$ cat config.mk
export PLATFORM = sky130hd
export DESIGN_NAME = player_state_tx_flat
export DESIGN_NICKNAME = d
export VERILOG_FILES = /design/src/rtl/game_net_pkg.sv /design/src/rtl/player_state_tx_if.sv /design/src/rtl/net_checksum.sv /design/src/rtl/player_state_tx.sv /design/src/flat_wrapper.sv
export SDC_FILE = /design/constraint.sdc
export NUM_CORES = 1
export LEC_CHECK = 0
export ABC_AREA = 1
export BUFFER_PORTS_ARGS = -buffer_cell sky130_fd_sc_hd__buf_2
export CORE_MARGIN = 2
export CORE_UTILIZATION = 40
export DETAILED_ROUTE_END_ITERATION = 8
export HOLD_SLACK_MARGIN = 0.08
export PLACE_DENSITY = 0.58
export SLEW_MARGIN = 20
export SYNTH_ARGS = -nofsm -noshare
export SYNTH_HDL_FRONTEND = slang
export SYNTH_SLANG_ARGS = --single-unit
$ cat constraint.sdc
create_clock -name clk -period 3.2 [get_ports clk]
set_input_delay 0.32 -clock clk [delete_from_list [all_inputs] [get_ports clk]]
set_output_delay 0.32 -clock clk [all_outputs]
set_load 0.02 [all_outputs]
$ cat src/rtl/game_net_pkg.sv
`default_nettype none
// ============================================================================
// Module      : game_net_pkg
// Description : Shared types and helpers for the opponent-state link.
//               Used by the transmit framer and the receive-side deframer.
// Revision    : 1.0 - initial release
// ============================================================================
package game_net_pkg;

  // First byte of every packet unless a block overrides it
  localparam logic [7:0] HEADER_DEFAULT  = 8'hA5;
  // Fixed packet length: header, seq, five payload bytes, check byte
  localparam int         PKT_BYTES       = 8;
  // Idle cycles inserted after the last beat of a packet
  localparam int         MIN_GAP_DEFAULT = 4;

  // Snapshot of the local player; field order is the on-wire bit order
  typedef struct packed {
    logic [10:0] x;
    logic [10:0] y;
    logic [8:0]  dir;
    logic [2:0]  stat;
    logic        rst_req;
  } player_state_t;

  typedef enum logic [1:0] {
    IDLE = 2'd0,
    SEND = 2'd1,
    GAP  = 2'd2
  } tx_state_t;

  // One byte of CRC-8, poly 0x07, MSB first, no reflection
  function automatic logic [7:0] crc8_step(input logic [7:0] crc,
                                           input logic [7:0] data);
    logic [7:0] c;
    c = crc ^ data;
    for (int i = 0; i < 8; i++) begin
      c = c[7] ? ({c[6:0], 1'b0} ^ 8'h07) : {c[6:0], 1'b0};
    end
    return c;
  endfunction

endpackage
`default_nettype wire

$ cat src/rtl/player_state_tx_if.sv
`default_nettype none
// ============================================================================
// Module      : player_state_tx_if
// Description : Byte-wide AXI-Stream link from the framer to the network TX.
// Revision    : 1.0 - initial release
// ============================================================================
interface player_state_tx_if;

  logic       axiov;
  logic [7:0] axiod;
  logic       axiol;
  logic       axiir;

  modport master (output axiov, output axiod, output axiol, input axiir);
  modport slave  (input axiov, input axiod, input axiol, output axiir);

endinterface
`default_nettype wire

$ cat src/rtl/net_checksum.sv
`default_nettype none
// ============================================================================
// Module      : net_checksum
// Description : Running packet check accumulator. XOR of all enabled bytes
//               by default; CRC-8 (poly 0x07, init 0) when PLAYER_TX_CRC8_EN
//               is defined. sum already includes the byte presented this
//               cycle when en is high, so the framer can load the final
//               check byte on the same edge the last payload byte leaves.
// Revision    : 1.0 - initial release
// ============================================================================
module net_checksum
  import game_net_pkg::*;
(
  input  wire        clk,
  input  wire        rst,
  input  wire        clr,
  input  wire        en,
  input  wire  [7:0] data,
  output logic [7:0] sum
);

  logic [7:0] acc_q;
  logic [7:0] acc_d;

  // Next accumulator value: clear wins over accumulate
  always_comb begin
    acc_d = acc_q;
    if (clr) begin
      acc_d = 8'h00;
    end else if (en) begin
`ifdef PLAYER_TX_CRC8_EN
      acc_d = crc8_step(acc_q, data);
`else
      acc_d = acc_q ^ data;
`endif
    end
  end

  assign sum = acc_d;

  // Accumulator register
  always_ff @(posedge clk) begin
    if (rst) begin
      acc_q <= 8'h00;
    end else begin
      acc_q <= acc_d;
    end
  end

endmodule
`default_nettype wire

$ cat src/rtl/player_state_tx.sv
`default_nettype none
// ============================================================================
// Module      : player_state_tx
// Description : Opponent-state link transmitter. Snapshots the local player
//               state on a send trigger and streams an 8-byte packet
//               {HEADER, seq, payload[4:0], check} over byte AXI-Stream,
//               followed by MIN_GAP idle cycles. One trigger may be queued
//               while busy; further ones are counted as drops.
//               Build option: PLAYER_TX_CRC8_EN selects a CRC-8 check byte
//               instead of the XOR checksum.
// Revision    : 1.0 - initial release
// ============================================================================
module player_state_tx
  import game_net_pkg::*;
#(
  parameter logic [7:0] HEADER  = HEADER_DEFAULT,
  parameter int         MIN_GAP = MIN_GAP_DEFAULT
) (
  input  wire                 clk,
  input  wire                 rst,
  input  wire                 send_trig,
  input  wire  [10:0]         player_x,
  input  wire  [10:0]         player_y,
  input  wire  [8:0]          player_dir,
  input  wire  [2:0]          game_stat,
  input  wire                 rst_req,
  output logic                busy,
  output logic [7:0]          drop_cnt,
  player_state_tx_if.master   axis
);

  localparam int              GAP_W    = (MIN_GAP > 1) ? $clog2(MIN_GAP) : 1;
  localparam logic [GAP_W-1:0] GAP_LAST = GAP_W'(MIN_GAP - 1);

  tx_state_t       state_q, state_d;
  logic [2:0]      idx_q, idx_d;
  logic [GAP_W-1:0] gap_cnt_q, gap_cnt_d;
  logic [7:0]      seq_q, seq_d;
  logic            pending_q, pending_d;
  logic [7:0]      drop_cnt_q, drop_cnt_d;
  player_state_t   snap_q, snap_d;
  logic            axiov_q, axiov_d;
  logic [7:0]      axiod_q, axiod_d;
  logic            axiol_q, axiol_d;
  logic            busy_q, busy_d;

  logic            beat_fire;
  logic            last_beat;
  logic            gap_done;
  logic            start_pkt;
  logic            trig_busy;
  logic            chk_en;
  logic [7:0]      chk_sum;
  logic [39:0]     payload;
  logic [7:0]      next_byte;

  // Event decode: beats, gap expiry, packet starts and triggers that arrive busy
  always_comb begin
    beat_fire = axiov_q && axis.axiir;
    last_beat = beat_fire && (idx_q == 3'd7);
    gap_done  = (state_q == GAP) && (gap_cnt_q == GAP_LAST);
    // A trigger coinciding with the gap expiry starts a packet directly
    start_pkt = ((state_q == IDLE) && send_trig)
              || (gap_done && (pending_q || send_trig));
    // Promotion consumes the pending slot, so a trigger on that edge is a drop
    trig_busy = send_trig
              && ((state_q == SEND) || ((state_q == GAP) && (!gap_done || pending_q)));
    // Only seq and payload bytes feed the check byte
    chk_en    = beat_fire && (idx_q != 3'd0) && (idx_q != 3'd7);
  end

  net_checksum u_checksum (
    .clk  (clk),
    .rst  (rst),
    .clr  (start_pkt),
    .en   (chk_en),
    .data (axiod_q),
    .sum  (chk_sum)
  );

  // Byte that follows the one currently on the bus
  always_comb begin
    payload = {snap_q, 5'b00000};
    case (idx_q)
      3'd0:    next_byte = seq_q;
      3'd1:    next_byte = payload[39:32];
      3'd2:    next_byte = payload[31:24];
      3'd3:    next_byte = payload[23:16];
      3'd4:    next_byte = payload[15:8];
      3'd5:    next_byte = payload[7:0];
      default: next_byte = chk_sum;
    endcase
  end

  // Next-state and next-output logic; outputs only move on a transfer or start
  always_comb begin
    state_d    = state_q;
    idx_d      = idx_q;
    gap_cnt_d  = gap_cnt_q;
    seq_d      = seq_q;
    pending_d  = pending_q;
    drop_cnt_d = drop_cnt_q;
    snap_d     = snap_q;
    axiov_d    = axiov_q;
    axiod_d    = axiod_q;
    axiol_d    = axiol_q;

    if (start_pkt) begin
      state_d   = SEND;
      idx_d     = 3'd0;
      gap_cnt_d = '0;
      snap_d    = {player_x, player_y, player_dir, game_stat, rst_req};
      axiov_d   = 1'b1;
      axiod_d   = HEADER;
      axiol_d   = 1'b0;
    end else begin
      case (state_q)
        SEND: begin
          if (beat_fire) begin
            if (idx_q == 3'd7) begin
              state_d   = GAP;
              gap_cnt_d = '0;
              axiov_d   = 1'b0;
              axiod_d   = 8'h00;
              axiol_d   = 1'b0;
            end else begin
              idx_d   = idx_q + 3'd1;
              axiod_d = next_byte;
              axiol_d = (idx_q == 3'd6);
            end
          end
        end
        GAP: begin
          if (gap_done) begin
            state_d = IDLE;
          end else begin
            gap_cnt_d = gap_cnt_q + 1'b1;
          end
        end
        default: begin
          state_d = IDLE;
        end
      endcase
    end

    if (last_beat) begin
      seq_d = seq_q + 8'd1;
    end

    if (gap_done && pending_q) begin
      pending_d = 1'b0;
    end
    if (trig_busy) begin
      if (!pending_q) begin
        pending_d = 1'b1;
      end else if (drop_cnt_q != 8'hFF) begin
        drop_cnt_d = drop_cnt_q + 8'd1;
      end
    end

    busy_d = (state_d != IDLE);
  end

  // Framer state machine register, including the registered stream outputs
  always_ff @(posedge clk) begin
    if (rst) begin
      state_q    <= IDLE;
      idx_q      <= 3'd0;
      gap_cnt_q  <= '0;
      seq_q      <= 8'h00;
      pending_q  <= 1'b0;
      drop_cnt_q <= 8'h00;
      snap_q     <= '0;
      axiov_q    <= 1'b0;
      axiod_q    <= 8'h00;
      axiol_q    <= 1'b0;
      busy_q     <= 1'b0;
    end else begin
      state_q    <= state_d;
      idx_q      <= idx_d;
      gap_cnt_q  <= gap_cnt_d;
      seq_q      <= seq_d;
      pending_q  <= pending_d;
      drop_cnt_q <= drop_cnt_d;
      snap_q     <= snap_d;
      axiov_q    <= axiov_d;
      axiod_q    <= axiod_d;
      axiol_q    <= axiol_d;
      busy_q     <= busy_d;
    end
  end

  assign axis.axiov = axiov_q;
  assign axis.axiod = axiod_q;
  assign axis.axiol = axiol_q;
  assign busy       = busy_q;
  assign drop_cnt   = drop_cnt_q;

endmodule
`default_nettype wire

$ cat src/flat_wrapper.sv
// flat-port wrapper written by rule: the top's interface ports become plain ports
module player_state_tx_flat import game_net_pkg::*;
#(
  parameter logic [7:0] HEADER  = HEADER_DEFAULT,
  parameter int         MIN_GAP = MIN_GAP_DEFAULT
)
  (clk, rst, send_trig, player_x, player_y, player_dir, game_stat, rst_req, busy, drop_cnt, axis_axiov, axis_axiod, axis_axiol, axis_axiir);
  player_state_tx_if axis_i ();
  input  wire clk;
  input  wire rst;
  input  wire send_trig;
  input  wire  [10:0] player_x;
  input  wire  [10:0] player_y;
  input  wire  [8:0] player_dir;
  input  wire  [2:0] game_stat;
  input  wire rst_req;
  output logic busy;
  output logic [7:0] drop_cnt;
  output wire logic [$bits(axis_i.axiov)-1:0] axis_axiov;
  output wire logic [$bits(axis_i.axiod)-1:0] axis_axiod;
  output wire logic [$bits(axis_i.axiol)-1:0] axis_axiol;
  input wire logic [$bits(axis_i.axiir)-1:0] axis_axiir;
  assign axis_axiov = axis_i.axiov;
  assign axis_axiod = axis_i.axiod;
  assign axis_axiol = axis_i.axiol;
  assign axis_i.axiir = axis_axiir;
  player_state_tx #(.HEADER(HEADER), .MIN_GAP(MIN_GAP)) u_core (.clk(clk), .rst(rst), .send_trig(send_trig), .player_x(player_x), .player_y(player_y), .player_dir(player_dir), .game_stat(game_stat), .rst_req(rst_req), .busy(busy), .drop_cnt(drop_cnt), .axis(axis_i));
endmodule
* Word level (Yosys, flattened, before mapping) *
Cells that the tools add are included.
W data, S select, Z words.

storage, ports and cells
  bits in registers = 78
  bits of input ports = 39
  logic and storage cells = 92
  output and inout bits = 19

cells by class
  bitwise gates (word level) = 2
  multiplexer cells = 24
  equal/unequal tests = 15
  add/subtract/negate cells = 4
  reduce and logical (&&, ||, !) cells = 30

operators by type and width
  kind                   number
  $mux W8                6
  $pmux W8 S6            1
  $add A8 B1 Y8 const B  2
  $mux W2                7
  $eq A3 B3 Y1 const B   4
  $logic_and A1 B1 Y1    10
  $reduce_bool A2 Y1     5
  $reduce_and A3 Y1      3
  $mux W1                8
  $ne A8 B8 Y1 const B   1
  $pmux W2 S2            2
  $xor A8 B8 Y8          1
  $eq A3 B2 Y1 const B   2
  $eq A2 B2 Y1 const B   2
  $logic_or A1 B1 Y1     4
  $ne A2 B2 Y1 const B   2
  $reduce_and A2 Y1      2
  $reduce_and A4 Y1      1
  $add A3 B1 Y3 const B  1
  $eq A3 B1 Y1 const B   1
  $logic_not A3 Y1       1
  $ne A3 B3 Y1 const B   1
  $reduce_bool A3 Y1     1
  $add A2 B1 Y2 const B  1
  other kinds (6)        6

* Logic depth before layout (Yosys ltp) *
  word-level depth = 10
  depth in mapped cells = 13
  depth with buffers taken out = 10

* By module *
A second synthesis with hierarchy kept.

unflattened totals
  cell total of the unflattened synthesis = 606
  area, all modules = 4098.9 um^2

modules (own cells, without submodules)
  module           times used  cells each  area each (um^2)  sequential area each (um^2)
  player_state_tx  1           538         3597.2            1401.3
  net_checksum     1           68          501.7             160.2

* Worst setup path before layout *
Ideal clock, no wire load.

  path type = register -> register
  start point = register u_core.idx_q[2]
  end point = register u_core.axiod_q[7] (netlist: u_core.axis.axiod[7])
  path slack = 1.467 ns
  required time = 3.129 ns
  path buffers = 4
  period minus slack after synthesis = 1.733 ns
  setup time = 0.071 ns
  arrival time = 1.662 ns
  stages on the path, launching flop included = 14
  path through = dfxtp_1 buf_4 inv_2 buf_6 ha_1 buf_2 inv_1 nand2_1 nor2_4 buf_6 nor2_1 nand2_1 nand3_1 a21oi_1

on the way
  word-level cells in the longest chain between the ends = 10
  elaborated cells on any way between the ends = 18
  classes of those cells = 7 x eq/ne; 7 x mux; 4 x reduce/logical

ends and longest elaborated chain
  what                               line                    text
  start: declaration                 player_state_tx.sv:36   logic [2:0] idx_q, idx_d;
  start signal: assignment           player_state_tx.sv:180  idx_q <= idx_d;
  $reduce_bool A3 Y1                 player_state_tx.sv:69   chk_en = beat_fire && (idx_q != 3'd0) && (idx_q != 3'd7);
  $logic_and A1 B1 Y1 (2 in series)  player_state_tx.sv:69
  $mux W8                            net_checksum.sv:30      end else if (en) begin
  $mux W8                            net_checksum.sv:28      if (clr) begin
  $pmux W8 S6                        player_state_tx.sv:84   case (idx_q)
  $mux W8 *                          player_state_tx.sv:120  if (idx_q == 3'd7) begin
  $mux W8 *                          player_state_tx.sv:119  if (beat_fire) begin
  $mux W8 *                          player_state_tx.sv:117  case (state_q)
  $mux W8 *                          player_state_tx.sv:108  if (start_pkt) begin
  end signal: assignment             player_state_tx.sv:187  axiod_q <= axiod_d;
  end: declaration                   player_state_tx.sv:43   logic [7:0] axiod_q, axiod_d;

Mark *: on every way between the ends. The rest lies on a longest branch, timed or not. The select of a mux whose other input is x is not followed.
A chain may end at the register's enable or synchronous reset.

* Final worst setup path *
  start point = register u_core.idx_q[2]
  end point = register u_core.axiod_q[6] (netlist: u_core.axis.axiod[6])

on the way
  word-level cells in the longest chain between the ends = 7
  elaborated cells on any way between the ends = 15
  classes of those cells = 7 x eq/ne; 4 x mux; 4 x reduce/logical

ends and longest elaborated chain
  what                               line
  $reduce_bool A3 Y1                 player_state_tx.sv:69
  $logic_and A1 B1 Y1 (2 in series)  player_state_tx.sv:69
  $mux W8                            net_checksum.sv:30
  $mux W8                            net_checksum.sv:28
  $pmux W8 S6                        player_state_tx.sv:84
  $mux W8 *                          player_state_tx.sv:120

Mark *: on every way between the ends. The rest lies on a longest branch, timed or not.

==> run_summary.xml <==
<?xml version="1.0" encoding="UTF-8"?>
<metrics>
  <group name="timing">
    <metric name="worst-slew-pin-transition" unit="ns">0.739</metric>
    <metric name="timing.setup.tns" unit="ns">0</metric>
    <metric name="final-setup-viol-count" unit="">0</metric>
    <metric name="rsz0062_at_grt" unit="">false</metric>
    <metric name="final-max-slew-violation-count" unit="">0</metric>
    <metric name="maxSlewHeadroom" unit="%">50.7</metric>
    <metric name="layout_min_cycle_time" unit="ns">2.18</metric>
    <metric name="report.final.hold_viol_count" unit="">0</metric>
    <metric name="fin_crit_sh" unit="%">68.3</metric>
    <metric name="peak_freq" unit="GHz">0.458</metric>
    <metric name="fin_skew" unit="ns">0.00916</metric>
  </group>
  <group name="synthesis">
    <metric name="yosys_warnings" unit="">0</metric>
    <metric name="syn-instance-count" unit="">568</metric>
    <metric name="syn-cell-area" unit="sq um">3940</metric>
    <metric name="yosys_register_bits" unit="">78</metric>
    <metric name="ys_dominant_reg_cell" unit="">dfxtp_1</metric>
    <metric name="synth_cell_types" unit="">39</metric>
    <metric name="synthArstFlopShare" unit="%">0</metric>
    <metric name="post_synthesis_sequential_area_ratio" unit="%">39.6</metric>
    <metric name="mappedNetlistNets" unit="">619</metric>
    <metric name="synth-edff-count" unit="">0</metric>
    <metric name="synthesis.area_per_instance" unit="sq um">6.94</metric>
  </group>
  <group name="cts">
    <metric name="clkTransAtPathRegs" unit="ns">0.08</metric>
    <metric name="cts.sink_count" unit="">78</metric>
    <metric name="cts.hold.buffers_added" unit="">0</metric>
    <metric name="cts_buffers" unit="">9</metric>
    <metric name="post_cts_buffers" unit="">0</metric>
    <metric name="cts_tree" unit="">yes</metric>
    <metric name="cts-root-to-sink-buffers" unit="">2</metric>
    <metric name="cts-htree-levels" unit="">3</metric>
    <metric name="clock_insertion_delay_worst_skew" unit="ns">0.35</metric>
    <metric name="ctsResizeCount" unit="">0</metric>
    <metric name="cts_root_buf" unit="">clkbuf_8</metric>
  </group>
  <group name="place">
    <metric name="finalWeightedCongestion" unit="">0.865</metric>
    <metric name="buffer_ports.inserted" unit="">57</metric>
    <metric name="detailed_place_hpwl" unit="mm">7.13</metric>
  </group>
  <group name="detailed_routing">
    <metric name="drc" unit="">0</metric>
    <metric name="routedWlPerCell" unit="um">12.6</metric>
    <metric name="final_antenna_net_count" unit="">0</metric>
    <metric name="via_count" unit="">3583</metric>
    <metric name="totalWireLength" unit="mm">9.51</metric>
    <metric name="drt_iter0_markers" unit="">133</metric>
    <metric name="viasPerCell" unit="">4.73</metric>
    <metric name="detail_route.first_pass.iterations" unit="">4</metric>
  </group>
  <group name="finish">
    <metric name="post_route_cells_drive_above_1_share" unit="%">17.5</metric>
    <metric name="mostFrequentLayoutCell" unit="">nand2_1</metric>
    <metric name="number_of_nets_in_the_finished_design" unit="">670</metric>
    <metric name="antenna_cells_inserted" unit="">0</metric>
    <metric name="layout_common_cells" unit="">nand2_1 (116), nor2_1 (105), dfxtp_1 (78)</metric>
    <metric name="layout-area-overhead-vs-synth" unit="%">13.9</metric>
  </group>
  <group name="floorplanning">
    <metric name="starting_utilization_of_the_core_area" unit="%">40.7</metric>
    <metric name="die_h" unit="um">103</metric>
    <metric name="core-area" unit="sq um">9680</metric>
    <metric name="boundaryPins" unit="">58</metric>
    <metric name="dieArea" unit="sq um">10700</metric>
    <metric name="placement_rows" unit="">36</metric>
    <metric name="die_w" unit="um">103</metric>
  </group>
  <group name="pwr">
    <metric name="share_clk_of_total_power" unit="%">37.9</metric>
    <metric name="peakVddDrop" unit="V">0.000181</metric>
    <metric name="power.static_leakage" unit="nW">1.99</metric>
    <metric name="switching_share" unit="%">25.7</metric>
    <metric name="total_power" unit="mW">1.92</metric>
    <metric name="power_report.internal_total" unit="mW">1.43</metric>
    <metric name="combPwrFrac" unit="%">8.4</metric>
    <metric name="switchingPower" unit="mW">0.494</metric>
    <metric name="sequentialPowerShare" unit="%">53.8</metric>
    <metric name="pwr_dens" unit="nW/um^2">428</metric>
  </group>
  <group name="grt">
    <metric name="grt_overflow" unit="">0</metric>
    <metric name="number_of_global_route_vias_before_repair" unit="">3262</metric>
    <metric name="groute.layer.met1.usage" unit="%">26.6</metric>
    <metric name="antenna_found_initial" unit="">0</metric>
    <metric name="largest_net_degree_at_the_start_of_global_routing" unit="">50</metric>
    <metric name="grt_first_pass_wirelength" unit="mm">15.7</metric>
    <metric name="grt_usage" unit="%">19.0</metric>
    <metric name="grt.busiest_layer" unit="">met2</metric>
    <metric name="met3_layer_usage_reported_by_global_route" unit="%">2.82</metric>
    <metric name="globalRouteMet2Util" unit="%">29.6</metric>
  </group>
  <group name="hold_path">
    <metric name="hold_path.startpoint" unit="">player_x[9]</metric>
    <metric name="worst_hold_path.num_cells" unit="">3</metric>
    <metric name="timing.hold.worst_endpoint" unit="">u_core.payload[38]</metric>
    <metric name="hold_path_class" unit="">in2reg</metric>
  </group>
  <group name="setup_path">
    <metric name="required" unit="ns">3.48</metric>
    <metric name="critPathArrivalTime" unit="ns">2.47</metric>
    <metric name="r2r_setup_slack" unit="ns">1.02</metric>
    <metric name="rr_worst_depth" unit="">9</metric>
    <metric name="cp_max_fo" unit="">13</metric>
    <metric name="cp-start-kind" unit="">flop</metric>
    <metric name="setup.worst_path.class" unit="">reg2reg</metric>
    <metric name="critical_path.reg2reg.startpoint" unit="">u_core.idx_q[2]</metric>
    <metric name="cp-end-kind" unit="">flop</metric>
    <metric name="critical_path.reg2reg.endpoint" unit="">u_core.axis.axiod[6]</metric>
  </group>
  <group name="run">
    <metric name="drv_cap" unit="">0</metric>
  </group>
  <group name="status">
    <metric name="run_status" unit="">completed</metric>
  </group>
</metrics>
-- critical path, cell delays in order (launching register included) --
cell and delay, ns:
dfxtp_1 0.63, inv_2 0.23, ha_1 0.34, inv_1 0.11, nand2_1 0.09, nor2_4 0.28, nor2_1 0.08, a21oi_1 0.17
nand2_1 0.07, a21oi_1 0.11
-- power by group through the flow --
stage | Sequential [mW] | Combinational (mW) | Clock, mW
4_1_cts | 1.03 | 0.163 | 0.747
3_5_place_dp | 1.06 | 0.163 | 0
6_report | 1.03 | 0.161 | 0.727
2_1_floorplan | 1.05 | 0.105 | 0
3_3_place_gp | 1.06 | 0.159 | 0
5_1_grt | 1.04 | 0.187 | 0.783
-- worst max path at each step --
stage / cells after the start / slack (ns) / to / from
after detailed placement: 9 / 1.05 / u_core.axis.axiod[6] / u_core.idx_q[2]
after global placement: 9 / 1.19 / u_core.axis.axiod[6] / u_core.idx_q[2]
final: 9 / 1.02 / u_core.axis.axiod[6] / u_core.idx_q[2]
after CTS: 9 / 1.04 / u_core.axis.axiod[6] / u_core.idx_q[2]
after floorplan: 13 / 1.47 / u_core.axis.axiod[7] / u_core.idx_q[2]
after global routing: 9 / 0.81 / u_core.axis.axiod[6] / u_core.idx_q[2]
-- routing by layer --
metal | wire [um] | vias up
li1 | - | 1912
met1 | 4780 | 1568
met2 | 4130 | 87
met3 | 390 | 16
met4 | 205 | 0
met5 | 0 | -
-- logic make-up (layout without fill, tap and decap cells) --
logic type,count (synthesis),in the layout,share of synthesized area (%)
buf+inv,79,135,8.80
compound gates,97,97,13.1
simple gates,299,299,34.0
flops,78,78,39.6
xor+xnor,3,3,0.667
fa+ha+maj,12,12,3.81
-- Yosys cell counts, types with 3 or more instances --
cell type	instances	area share, %
o21ai_0	53	6.7
nor2_1	105	10
ha_1	12	3.8
nand3b_1	6	1.1
inv_2	6	0.57
nand2_2	5	0.79
nor2_4	6	1.7
nand2_1	116	11
nand3_1	45	5.7
buf_6	4	1.1
a21oi_1	34	4.3
inv_1	49	4.7
nor3_1	3	0.38
buf_2	6	0.76
clkbuf_1	8	0.76
nor2_2	4	0.64
dfxtp_1	78	40
-- through the flow --
step | cell area [sq um] | std cells | util [%] | hold WS (ns) | setup slack, ns
after floorplan | 3940 | 568 | - | 0.424 | 1.47
after global placement | 4300 | 741 | 44.4 | 0.464 | 1.19
after detailed placement | 4300 | 741 | 44.4 | 0.472 | 1.05
after CTS | 4490 | 757 | 46.3 | 0.206 | 1.04
after global routing | 4490 | 757 | 46.3 | 0.221 | 0.812
final | 4490 | 757 | 46.3 | 0.214 | 1.02
-- flip-flops by register name (all words and copies together) (netlist names) --
signal / cells
u_core.gap_cnt_q: 2
u_core.axis.axiol: 1
u_core.u_checksum.acc_q: 8
u_core.seq_q: 8
u_core.busy: 1
u_core.axis.axiov: 1
u_core.axis.axiod: 8
u_core.pending_q: 1
u_core.payload: 35
u_core.drop_cnt: 8
u_core.state_q: 2
u_core.idx_q: 3
-- layout make-up --
type | count | area, sq um
fill | 1023 | 5200
multi-input combinational | 411 | 2030
sequential | 78 | 1560
timing repair buffer | 61 | 315
inverter | 58 | 221
tap | 133 | 166
clock buffer | 10 | 128
clock inverter | 6 | 62.6
(Power assumes the default switching activity.)
